### src/rtl/ecc_sm_pkg.sv
// Shared types for the ECC scalar-multiplication sequencer: FSM states,
// point-engine command encodings, transfer directions and counter sizing.
package ecc_sm_pkg;

  typedef enum logic [3:0] {
    ST_IDLE,
    ST_LOAD_X,
    ST_LOAD_Y,
    ST_LOAD_A,
    ST_SCAN,
    ST_INIT_X,
    ST_INIT_Y,
    ST_NEXT,
    ST_DBL,
    ST_ADD,
    ST_STORE_X,
    ST_STORE_Y
  } sm_state_e;

  typedef enum logic [1:0] {
    PT_IDLE  = 2'b00,
    PT_ADD   = 2'b01,
    PT_DBL   = 2'b10,
    PT_DUMMY = 2'b11
  } pt_cmd_e;

  localparam logic XFER_IN  = 1'b0;
  localparam logic XFER_OUT = 1'b1;

  function automatic int cnt_width(input int key_w);
    return (key_w > 1) ? $clog2(key_w) : 1;
  endfunction

endpackage

### src/rtl/ecc_scalar_mult_sequencer_if.sv
// Handshake bundle between the sequencer and its command decoder / engines.
// master = sequencer side, slave = the surrounding decoder and engines.
interface ecc_scalar_mult_sequencer_if #(
  parameter int KEY_W  = 576,
  parameter int ADDR_W = 6
);
  logic              start;
  logic [KEY_W-1:0]  key;
  logic              busy;
  logic              done;
  logic              err_zero_key;
  logic              xfer_cmd;
  logic              xfer_dir;
  logic [ADDR_W-1:0] xfer_rd_addr;
  logic [ADDR_W-1:0] xfer_wr_addr;
  logic              xfer_done;
  logic [1:0]        pt_cmd;
  logic              add_done;
  logic              dbl_done;

  modport master (
    input  start, key, xfer_done, add_done, dbl_done,
    output busy, done, err_zero_key, xfer_cmd, xfer_dir,
           xfer_rd_addr, xfer_wr_addr, pt_cmd
  );

  modport slave (
    output start, key, xfer_done, add_done, dbl_done,
    input  busy, done, err_zero_key, xfer_cmd, xfer_dir,
           xfer_rd_addr, xfer_wr_addr, pt_cmd
  );
endinterface

### src/rtl/ecc_sm_key_shifter.sv
// Scalar register for the sequencer: loads k, shifts left one bit at a time,
// tracks the current bit index and remembers whether k was zero.
module ecc_sm_key_shifter
  import ecc_sm_pkg::*;
#(
  parameter int KEY_W = 576
) (
  input  logic             clk,
  input  logic             rst,
  input  logic             load,
  input  logic             shift,
  input  logic [KEY_W-1:0] key_in,
  output logic             msb,
  output logic             cnt_zero,
  output logic             key_zero
);
  localparam int CNT_W = cnt_width(KEY_W);

  logic [KEY_W-1:0] key_reg;
  logic [KEY_W-1:0] key_shl;
  logic [CNT_W-1:0] cnt_reg;
  logic             zero_reg;

  genvar gi;
  generate
    for (gi = 0; gi < KEY_W; gi++) begin : g_shl
      if (gi == 0) begin : g_lsb
        assign key_shl[gi] = 1'b0;
      end else begin : g_bit
        assign key_shl[gi] = key_reg[gi-1];
      end
    end
  endgenerate

  // cnt_reg is the index of the bit currently sitting in the MSB position
  always_ff @(posedge clk or posedge rst) begin
    if (rst) begin
      key_reg  <= '0;
      cnt_reg  <= '0;
      zero_reg <= 1'b0;
    end else if (load) begin
      key_reg  <= key_in;
      cnt_reg  <= CNT_W'(KEY_W - 1);
      zero_reg <= (key_in == '0);
    end else if (shift) begin
      key_reg  <= key_shl;
      cnt_reg  <= cnt_reg - CNT_W'(1);
    end
  end

  assign msb      = key_reg[KEY_W-1];
  assign cnt_zero = (cnt_reg == '0);
  assign key_zero = zero_reg;
endmodule

### src/rtl/ecc_scalar_mult_sequencer.sv
// MSB-first double-and-add controller for k*P, issuing RAM transfers and point ops.
// Define ECC_SM_CONST_TIME_EN for the constant-time variant (no leading-zero scan).
module ecc_scalar_mult_sequencer
  import ecc_sm_pkg::*;
#(
  parameter int              KEY_W    = 576,
  parameter int              ADDR_W   = 6,
  parameter logic [ADDR_W-1:0] P_X_ADDR = 6'h03,
  parameter logic [ADDR_W-1:0] P_Y_ADDR = 6'h06,
  parameter logic [ADDR_W-1:0] A_ADDR   = 6'h09,
  parameter logic [ADDR_W-1:0] Q_X_ADDR = 6'h21,
  parameter logic [ADDR_W-1:0] Q_Y_ADDR = 6'h27
) (
  input logic clk,
  input logic rst,
  ecc_scalar_mult_sequencer_if.master bus
);
`ifdef ECC_SM_CONST_TIME_EN
  localparam sm_state_e AFTER_LOAD = ST_INIT_X;
  localparam sm_state_e AFTER_INIT = ST_DBL;
  logic q_valid_reg, q_valid_next;
`else
  localparam sm_state_e AFTER_LOAD = ST_SCAN;
  localparam sm_state_e AFTER_INIT = ST_NEXT;
`endif

  sm_state_e         state_reg, state_next, x_after;
  logic              busy_reg, busy_next, done_reg, done_next, err_reg, err_next;
  logic              xfer_cmd_reg, xfer_cmd_next, xfer_dir_reg, xfer_dir_next;
  logic [ADDR_W-1:0] rd_reg, rd_next, wr_reg, wr_next, x_src, x_dst;
  logic [1:0]        pt_cmd_reg, pt_cmd_next;
  logic              issued_reg, issued_next;
  logic              is_xfer, x_dir;
  logic              sh_load, sh_shift, sh_msb, sh_cnt_zero, sh_key_zero;

  ecc_sm_key_shifter #(.KEY_W(KEY_W)) u_key (
    .clk      (clk),
    .rst      (rst),
    .load     (sh_load),
    .shift    (sh_shift),
    .key_in   (bus.key),
    .msb      (sh_msb),
    .cnt_zero (sh_cnt_zero),
    .key_zero (sh_key_zero)
  );

  // Transfer parameters for every state that moves a RAM slot
  always_comb begin
    is_xfer = 1'b1;
    x_dir   = XFER_IN;
    x_src   = P_X_ADDR;
    x_dst   = P_X_ADDR;
    x_after = ST_IDLE;
    case (state_reg)
      ST_LOAD_X:  x_after = ST_LOAD_Y;
      ST_LOAD_Y:  begin x_src = P_Y_ADDR; x_dst = P_Y_ADDR; x_after = ST_LOAD_A; end
      ST_LOAD_A:  begin x_src = A_ADDR;   x_dst = A_ADDR;   x_after = AFTER_LOAD; end
      ST_INIT_X:  begin x_dst = Q_X_ADDR; x_after = ST_INIT_Y; end
      ST_INIT_Y:  begin x_src = P_Y_ADDR; x_dst = Q_Y_ADDR; x_after = AFTER_INIT; end
      ST_STORE_X: begin x_dir = XFER_OUT; x_src = Q_X_ADDR; x_dst = Q_X_ADDR; x_after = ST_STORE_Y; end
      ST_STORE_Y: begin x_dir = XFER_OUT; x_src = Q_Y_ADDR; x_dst = Q_Y_ADDR; x_after = ST_IDLE; end
      default:    is_xfer = 1'b0;
    endcase
  end

  // issued_reg marks that this state's command went out; only then is its done awaited
  always_comb begin
    state_next    = state_reg;
    busy_next     = busy_reg;
    done_next     = 1'b0;
    err_next      = 1'b0;
    xfer_cmd_next = 1'b0;
    xfer_dir_next = xfer_dir_reg;
    rd_next       = rd_reg;
    wr_next       = wr_reg;
    pt_cmd_next   = PT_IDLE;
    issued_next   = issued_reg;
    sh_load       = 1'b0;
    sh_shift      = 1'b0;
`ifdef ECC_SM_CONST_TIME_EN
    q_valid_next  = q_valid_reg;
`endif
    if (is_xfer) begin
      if (!issued_reg) begin
        xfer_cmd_next = 1'b1;
        xfer_dir_next = x_dir;
        rd_next       = x_src;
        wr_next       = x_dst;
        issued_next   = 1'b1;
      end else if (bus.xfer_done) begin
        issued_next = 1'b0;
        state_next  = x_after;
        if (state_reg == ST_STORE_Y) begin
          done_next = 1'b1;
          err_next  = sh_key_zero;
          busy_next = 1'b0;
        end
      end
    end else begin
      case (state_reg)
        ST_IDLE: if (bus.start) begin
          sh_load    = 1'b1;
          busy_next  = 1'b1;
          state_next = ST_LOAD_X;
`ifdef ECC_SM_CONST_TIME_EN
          q_valid_next = 1'b0;
`endif
        end
        ST_SCAN: begin
          if (sh_msb) begin
            state_next = ST_INIT_X;
          end else if (sh_cnt_zero) begin
            done_next  = 1'b1;
            err_next   = 1'b1;
            busy_next  = 1'b0;
            state_next = ST_IDLE;
          end else begin
            sh_shift = 1'b1;
          end
        end
        ST_NEXT: begin
          if (sh_cnt_zero) begin
            state_next = ST_STORE_X;
          end else begin
            sh_shift   = 1'b1;
            state_next = ST_DBL;
          end
        end
        ST_DBL: begin
          if (!issued_reg) begin
            pt_cmd_next = PT_DBL;
            issued_next = 1'b1;
          end else if (bus.dbl_done) begin
            issued_next = 1'b0;
`ifdef ECC_SM_CONST_TIME_EN
            state_next  = ST_ADD;
`else
            state_next  = sh_msb ? ST_ADD : ST_NEXT;
`endif
          end
        end
        ST_ADD: begin
          if (!issued_reg) begin
`ifdef ECC_SM_CONST_TIME_EN
            pt_cmd_next  = (sh_msb && q_valid_reg) ? PT_ADD : PT_DUMMY;
            q_valid_next = q_valid_reg | sh_msb;
`else
            pt_cmd_next  = PT_ADD;
`endif
            issued_next = 1'b1;
          end else if (bus.add_done) begin
            issued_next = 1'b0;
            state_next  = ST_NEXT;
          end
        end
        default: state_next = ST_IDLE;
      endcase
    end
  end

  always_ff @(posedge clk or posedge rst) begin
    if (rst) begin
      state_reg    <= ST_IDLE;
      busy_reg     <= 1'b0;
      done_reg     <= 1'b0;
      err_reg      <= 1'b0;
      xfer_cmd_reg <= 1'b0;
      xfer_dir_reg <= 1'b0;
      rd_reg       <= '0;
      wr_reg       <= '0;
      pt_cmd_reg   <= PT_IDLE;
      issued_reg   <= 1'b0;
`ifdef ECC_SM_CONST_TIME_EN
      q_valid_reg  <= 1'b0;
`endif
    end else begin
      state_reg    <= state_next;
      busy_reg     <= busy_next;
      done_reg     <= done_next;
      err_reg      <= err_next;
      xfer_cmd_reg <= xfer_cmd_next;
      xfer_dir_reg <= xfer_dir_next;
      rd_reg       <= rd_next;
      wr_reg       <= wr_next;
      pt_cmd_reg   <= pt_cmd_next;
      issued_reg   <= issued_next;
`ifdef ECC_SM_CONST_TIME_EN
      q_valid_reg  <= q_valid_next;
`endif
    end
  end

  assign bus.busy         = busy_reg;
  assign bus.done         = done_reg;
  assign bus.err_zero_key = err_reg;
  assign bus.xfer_cmd     = xfer_cmd_reg;
  assign bus.xfer_dir     = xfer_dir_reg;
  assign bus.xfer_rd_addr = rd_reg;
  assign bus.xfer_wr_addr = wr_reg;
  assign bus.pt_cmd       = pt_cmd_reg;
endmodule

### src/flat_wrapper.sv
// flat-port wrapper written by rule: the top's interface ports become plain ports
module ecc_scalar_mult_sequencer_flat import ecc_sm_pkg::*;
#(
  parameter int              KEY_W    = 576,
  parameter int              ADDR_W   = 6,
  parameter logic [ADDR_W-1:0] P_X_ADDR = 6'h03,
  parameter logic [ADDR_W-1:0] P_Y_ADDR = 6'h06,
  parameter logic [ADDR_W-1:0] A_ADDR   = 6'h09,
  parameter logic [ADDR_W-1:0] Q_X_ADDR = 6'h21,
  parameter logic [ADDR_W-1:0] Q_Y_ADDR = 6'h27
)
  (clk, rst, bus_start, bus_key, bus_xfer_done, bus_add_done, bus_dbl_done, bus_busy, bus_done, bus_err_zero_key, bus_xfer_cmd, bus_xfer_dir, bus_xfer_rd_addr, bus_xfer_wr_addr, bus_pt_cmd);
  ecc_scalar_mult_sequencer_if #(.KEY_W(KEY_W), .ADDR_W(ADDR_W)) bus_i ();
  input logic clk;
  input logic rst;
  input wire logic [$bits(bus_i.start)-1:0] bus_start;
  input wire logic [$bits(bus_i.key)-1:0] bus_key;
  input wire logic [$bits(bus_i.xfer_done)-1:0] bus_xfer_done;
  input wire logic [$bits(bus_i.add_done)-1:0] bus_add_done;
  input wire logic [$bits(bus_i.dbl_done)-1:0] bus_dbl_done;
  output wire logic [$bits(bus_i.busy)-1:0] bus_busy;
  output wire logic [$bits(bus_i.done)-1:0] bus_done;
  output wire logic [$bits(bus_i.err_zero_key)-1:0] bus_err_zero_key;
  output wire logic [$bits(bus_i.xfer_cmd)-1:0] bus_xfer_cmd;
  output wire logic [$bits(bus_i.xfer_dir)-1:0] bus_xfer_dir;
  output wire logic [$bits(bus_i.xfer_rd_addr)-1:0] bus_xfer_rd_addr;
  output wire logic [$bits(bus_i.xfer_wr_addr)-1:0] bus_xfer_wr_addr;
  output wire logic [$bits(bus_i.pt_cmd)-1:0] bus_pt_cmd;
  assign bus_i.start = bus_start;
  assign bus_i.key = bus_key;
  assign bus_i.xfer_done = bus_xfer_done;
  assign bus_i.add_done = bus_add_done;
  assign bus_i.dbl_done = bus_dbl_done;
  assign bus_busy = bus_i.busy;
  assign bus_done = bus_i.done;
  assign bus_err_zero_key = bus_i.err_zero_key;
  assign bus_xfer_cmd = bus_i.xfer_cmd;
  assign bus_xfer_dir = bus_i.xfer_dir;
  assign bus_xfer_rd_addr = bus_i.xfer_rd_addr;
  assign bus_xfer_wr_addr = bus_i.xfer_wr_addr;
  assign bus_pt_cmd = bus_i.pt_cmd;
  ecc_scalar_mult_sequencer #(.KEY_W(KEY_W), .ADDR_W(ADDR_W), .P_X_ADDR(P_X_ADDR), .P_Y_ADDR(P_Y_ADDR), .A_ADDR(A_ADDR), .Q_X_ADDR(Q_X_ADDR), .Q_Y_ADDR(Q_Y_ADDR)) u_core (.clk(clk), .rst(rst), .bus(bus_i));
endmodule
### config.mk
export PLATFORM = sky130hd
export DESIGN_NAME = ecc_scalar_mult_sequencer_flat
export DESIGN_NICKNAME = d
export VERILOG_FILES = /design/src/rtl/ecc_sm_pkg.sv /design/src/rtl/ecc_scalar_mult_sequencer_if.sv /design/src/rtl/ecc_sm_key_shifter.sv /design/src/rtl/ecc_scalar_mult_sequencer.sv /design/src/flat_wrapper.sv
export SDC_FILE = /design/constraint.sdc
export NUM_CORES = 2
export LEC_CHECK = 0
export BUFFER_PORTS_ARGS = -buffer_cell sky130_fd_sc_hd__buf_2
export CAP_MARGIN = 20
export CORE_AREA = 2 2 269 271
export CTS_BUF_LIST = sky130_fd_sc_hd__clkbuf_2
export DETAILED_ROUTE_END_ITERATION = 8
export DIE_AREA = 0 0 271 273
export GPL_TIMING_DRIVEN = 0
export PLACE_DENSITY_LB_ADDON = 0.15
export SLEW_MARGIN = 10
export SYNTH_ARGS = -nofsm -noshare
export SYNTH_HDL_FRONTEND = slang
export SYNTH_SLANG_ARGS = --single-unit
### constraint.sdc
create_clock -name clk -period 35.3 [get_ports clk]
set_clock_uncertainty 0.15 [all_clocks]
set_input_delay 5.295 -clock clk [delete_from_list [all_inputs] [get_ports clk]]
set_output_delay 5.295 -clock clk [all_outputs]
set_load 0.02 [all_outputs]
* After elaboration in Yosys (flattened, before gate mapping)
Index checks and enable logic that the tools add are counted.
** Word-level totals
- Word-level logic and storage cells :: 113
- Register bits :: 611
- Input bits :: 582
- Output and inout port bits :: 19
** Operators by class
- Equal/unequal tests :: 22
- Multiplexer cells :: 62
- Reduce and logical (&&, ||, !) cells :: 14
- Add/sub/neg operators :: 1
- Bitwise logic cells :: 1
** Operator list (count)
- $mux W576 :: 2
- $logic_not A576 Y1 :: 1
- $pmux W6 S4 :: 2
- $mux W4 :: 11
- $mux W1 :: 36
- $pmux W4 S6 :: 1
- $mux W10 :: 2
- $pmux W4 S5 :: 1
- $eq A4 B3 Y1 const B :: 4
- $eq A4 B4 Y1 const B :: 4
- $ne A3 B2 Y1 const B :: 4
- $logic_not A10 Y1 :: 1
- $sub A10 B1 Y10 const B :: 1
- $eq A4 B2 Y1 const B :: 2
- $reduce_and A8 Y1 :: 1
- $reduce_or A2 Y1 :: 4
- $reduce_and A7 Y1 :: 1
- $reduce_or A7 Y1 :: 1
- $mux W2 :: 3
- $ne A2 B1 Y1 const B :: 3
- $pmux W1 S2 :: 3
- $reduce_bool A3 Y1 :: 2
- $eq A4 B1 Y1 const B :: 1
- $logic_not A4 Y1 :: 1
- 7 further kinds :: 8

* Logic depth before layout (Yosys ltp)
- Word-level depth :: 7
- Mapped depth :: 10
- Mapped depth without buffers :: 8

* Cells and area by module
A second synthesis with hierarchy kept.
** Second synthesis, totals
- Cell total of the unflattened synthesis :: 2896
- Area total of the unflattened synthesis :: 29189.2 um2
** Modules (own cells, without submodules)
- ecc_sm_key_shifter :: area an instance 27878.0 um2, times used 1, seq. area each 14689.1 um2, cells each 2745
- ecc_scalar_mult_sequencer :: area an instance 1311.3 um2, times used 1, seq. area each 550.5 um2, cells each 151

* Worst setup path before layout
OpenSTA, ideal clock, no wires.
- Path kind :: input to register
- Start :: in bus_start
- End :: reg u_core.state_reg[0]
- Buffers on the path :: 0
- Slack :: 28638 ps
- Setup time :: 120 ps
- Stages :: 6
- Arrival :: 6392 ps
- Data required time :: 35030 ps
- Cells stage by stage :: or4_1 a21oi_1 nor4_1 a21boi_1 mux2i_1 nor2b_1
** Between the ends
- Longest elaborated chain between the ends :: 2
** RTL lines
- start: declaration :: RTL line flat_wrapper.sv:16 : input wire logic [$bits(bus_i.start)-1:0] bus_start;
- $ne A3 B2 Y1 (no source line)
- $reduce_and A8 Y1 (no source line)
- end signal: assignment :: RTL line ecc_scalar_mult_sequencer.sv:177 : state_reg <= state_next;
- end: declaration :: RTL line ecc_scalar_mult_sequencer.sv:27 : sm_state_e state_reg, state_next, x_after;
No other way between the ends.
A chain may end at the register's enable or synchronous reset.

* Final worst setup path
- Start :: reg u_core.rd_reg[5], in the netlist u_core.bus.xfer_rd_addr[5]
- End :: out bus_xfer_rd_addr[5]
** RTL lines
- start: declaration :: RTL line ecc_scalar_mult_sequencer.sv:30 : logic [ADDR_W-1:0] rd_reg, rd_next, wr_reg, wr_next, x_src, x_dst;
- start signal: assignment :: RTL line ecc_scalar_mult_sequencer.sv:183 : rd_reg <= rd_next;
- end: declaration :: RTL line flat_wrapper.sv:26 : output wire logic [$bits(bus_i.xfer_rd_addr)-1:0] bus_xfer_rd_addr;
No word-level cell between the ends.

==> impl_metrics.toml <==
[yosys]
synth_edf_count = 0
synth-seq-area-share_pct = 54.07
synthCells = 2382
async_reset_ff_share_pct = 100.0
synth_top_area_share_pct = 54.07
synth_largest_area_cell = "dfrtp_1"
ys_ff_latch = 608
synth_area_leaders = "dfrtp_1 54%, a221o_1 20%, and3_1 13%"
post_synth.cell_area_avg_um2 = 11.81
yosysWarnings = 0
synth.distinct_cells = 47
netlist_area_um2 = 28140
synthFlopType = "dfrtp_1"

[min_path]
hold_class = "reg -> reg"

[critical_path]
critical_path_class = "reg -> out"
required_ns = 29.85
cpPeakStageDelay_ns = 0.45
critPathLaunchType = "flip-flop"
crit_chain = "buf_4, buf_2"
end_kind = "output port"
path_max_fanout = 3
slowest_stage = "dfrtp_1"
cp.arrival_ns = 2.04

[finish]
drive_gt1_share_pct = 29.32
final_nets = 3741
final_common_cell = "buf_2"
layout_common_cells = "620 x buf_2, 608 x dfrtp_1, 575 x and3_1, 572 x a221o_1, 256 x clkbuf_2"
largest_reg_flops = 576
area_growth_pct = 21.14

[placed_design]
gp_congestion = 0.9425
dp_hpwl_um = 69050
place_ws_ns = 27.41
io_buffers = 598

[global_routing]
grt-ovfl-total = 0
grt_max_degree = 122
busiest_layer = "met2"
grt_use_met1_pct = 33.29
grt_pass1_vias = 25940
antenna_found_initial = 25
grt_pass1_wl_um = 148600
grt.met2_usage_pct = 40.33
grt.total_usage_pct = 25.29
use_met3_pct = 6.028

[clock_network]
cts_setup_buffers = 0
cts_buffers = 168
cts_hold_buf = 0
cts_resized = 0
clk_pin_slew_ns = 0.10
cts_tree = "yes"
cts.path.max_buffers = 3
cts-htree-levels = 4
worstSkewPairLatency_ns = 1.28
cts-root-buf = "clkbuf_2"
clock-sinks = 608

[timing]
maxSlewHeadroom_pct = 35.90
hold_ws_ns = 0.3158
fmax_ghz = 0.1336
timing.setup.tns_ns = 0
final_max_slew_viol_count = 0
fin_crit_sh_pct = 21.20
worstMarginPinSlew_ns = 0.9527
rsz0062_at_grt = "no"
timing.final.crit_period_ns = 7.483
finalHoldViolCount = 0
setup_viol = 0
worst_slack_ns = 27.82

[floorplan]
num_io_pins = 601
dieArea_um2 = 73980
core_um2 = 71000
die_w_um = 271
fp-row-count = 98
die_h_um = 273
start_util_pct = 39.63

[detailed_routing]
routed_via_density = 6.109
wl_per_cell_um = 22.78
firstDrtPassIters = 6
drtIter0Drc = 2407
vias = 25980
drcViolationCount = 0
routed_wirelength_um = 96870
antenna_left = 0

[pwr]
p_per_area_nw_per_um2 = 85.84
total_power_w = 0.002926
irDropWorstVdd_mv = 0.03442
p_leak_nw = 17.46

[run]
drv_cap = 0

[run_status]
status = "complete, no violations"
-- area by class of cell --
| cell class | count | area [um^2] |
|---|---|---|
| inverter | 11 | 48.80 |
| tap | 950 | 1189 |
| multi-input combinational | 1495 | 11410 |
| timing repair buffer | 605 | 3141 |
| clock inverter | 40 | 280.3 |
| fill | 6696 | 36910 |
| clock buffer | 256 | 1281 |
| sequential | 608 | 15210 |
| buffer | 269 | 1470 |
| antenna | 19 | 47.55 |
-- worst max-delay path: cells and delay by family, from the launching register on --
kind / cells / cell delay [ns]
DFF: 1 / 0.45
buffers and inverters: 2 / 0.31
-- through the flow --
stage                     cells  instance area [um^2]  util, %
final                      4253                 34090    48.01
after floorplan            2383                 28140        -
after CTS                  4234                 34040    47.95
after detailed placement   3938                 32480    45.75
after global routing       4245                 34070    47.98
after global placement     3931                 32320    45.53
-- synth_stat cells (all sizes together), types with 5 or more instances --
cell type and count:
a21oi 17, nand2 27, nor3 11, o21ai 12, and3 575, a221o 572
nor2 19, a21o 5, buf 82, nand2b 6, nor2b 5, inv 11
clkbuf 187, dfrtp 608, nand3 7, nand4 39, nor4 155
-- per-layer routing --
| layer | vias to the layer above | wire [um] |
|---|---|---|
| li1 | 11470 | - |
| met1 | 13110 | 40910 |
| met2 | 1175 | 46190 |
| met3 | 208 | 6916 |
| met4 | 16 | 2754 |
| met5 | - | 103 |
-- path summary, 6_finish.rpt --
path | startpoint | endpoint | slack, ns | cells past startpoint
setup / recovery | u_core.bus.xfer_rd_addr[5]$_DFFE_PP0P_ | bus_xfer_rd_addr[5] | 27.82 | 2
hold / removal | u_core.u_key.key_reg[255]$_DFFE_PP0P_ | u_core.u_key.key_reg[256]$_DFFE_PP0P_ | 0.32 | 1
setup reg to reg | u_core.state_reg[0]$_DFFE_PP0P_ | u_core.u_key.key_reg[149]$_DFFE_PP0P_ | 32.14 | 8
hold reg to reg | u_core.u_key.key_reg[255]$_DFFE_PP0P_ | u_core.u_key.key_reg[256]$_DFFE_PP0P_ | 0.32 | 1
max in group asynchronous | rst | u_core.u_key.key_reg[13]$_DFFE_PP0P_ | 29.28 | 4
min in group asynchronous | rst | u_core.u_key.key_reg[322]$_DFFE_PP0P_ | 4.00 | 2
-- cell families (layout without fill, tap and decap cells) --
group                      after synthesis  after routing  share of synthesized area [%]
DFF                                    608            608                          54.07
AOI/OAI and AO/OA                      629            629                          21.63
other                                    1             21                        0.01333
adders and majority gates                1              1                        0.04446
xor gates and xnor gates                 7              7                         0.2179
buffers and inverters                  280           1181                          5.372
and+or+nand+nor                        854            854                          18.58
muxes                                    2              2                        0.07115
-- where the power goes --
part           internal, W  leakage, nW  switching (W)
sequential        0.000997         7.74       0.000154
clock             0.000221         1.19       0.000312
combinational     0.000627         8.54       0.000615
total              0.00184         17.5        0.00108
Power figures use the tool's default switching activity.
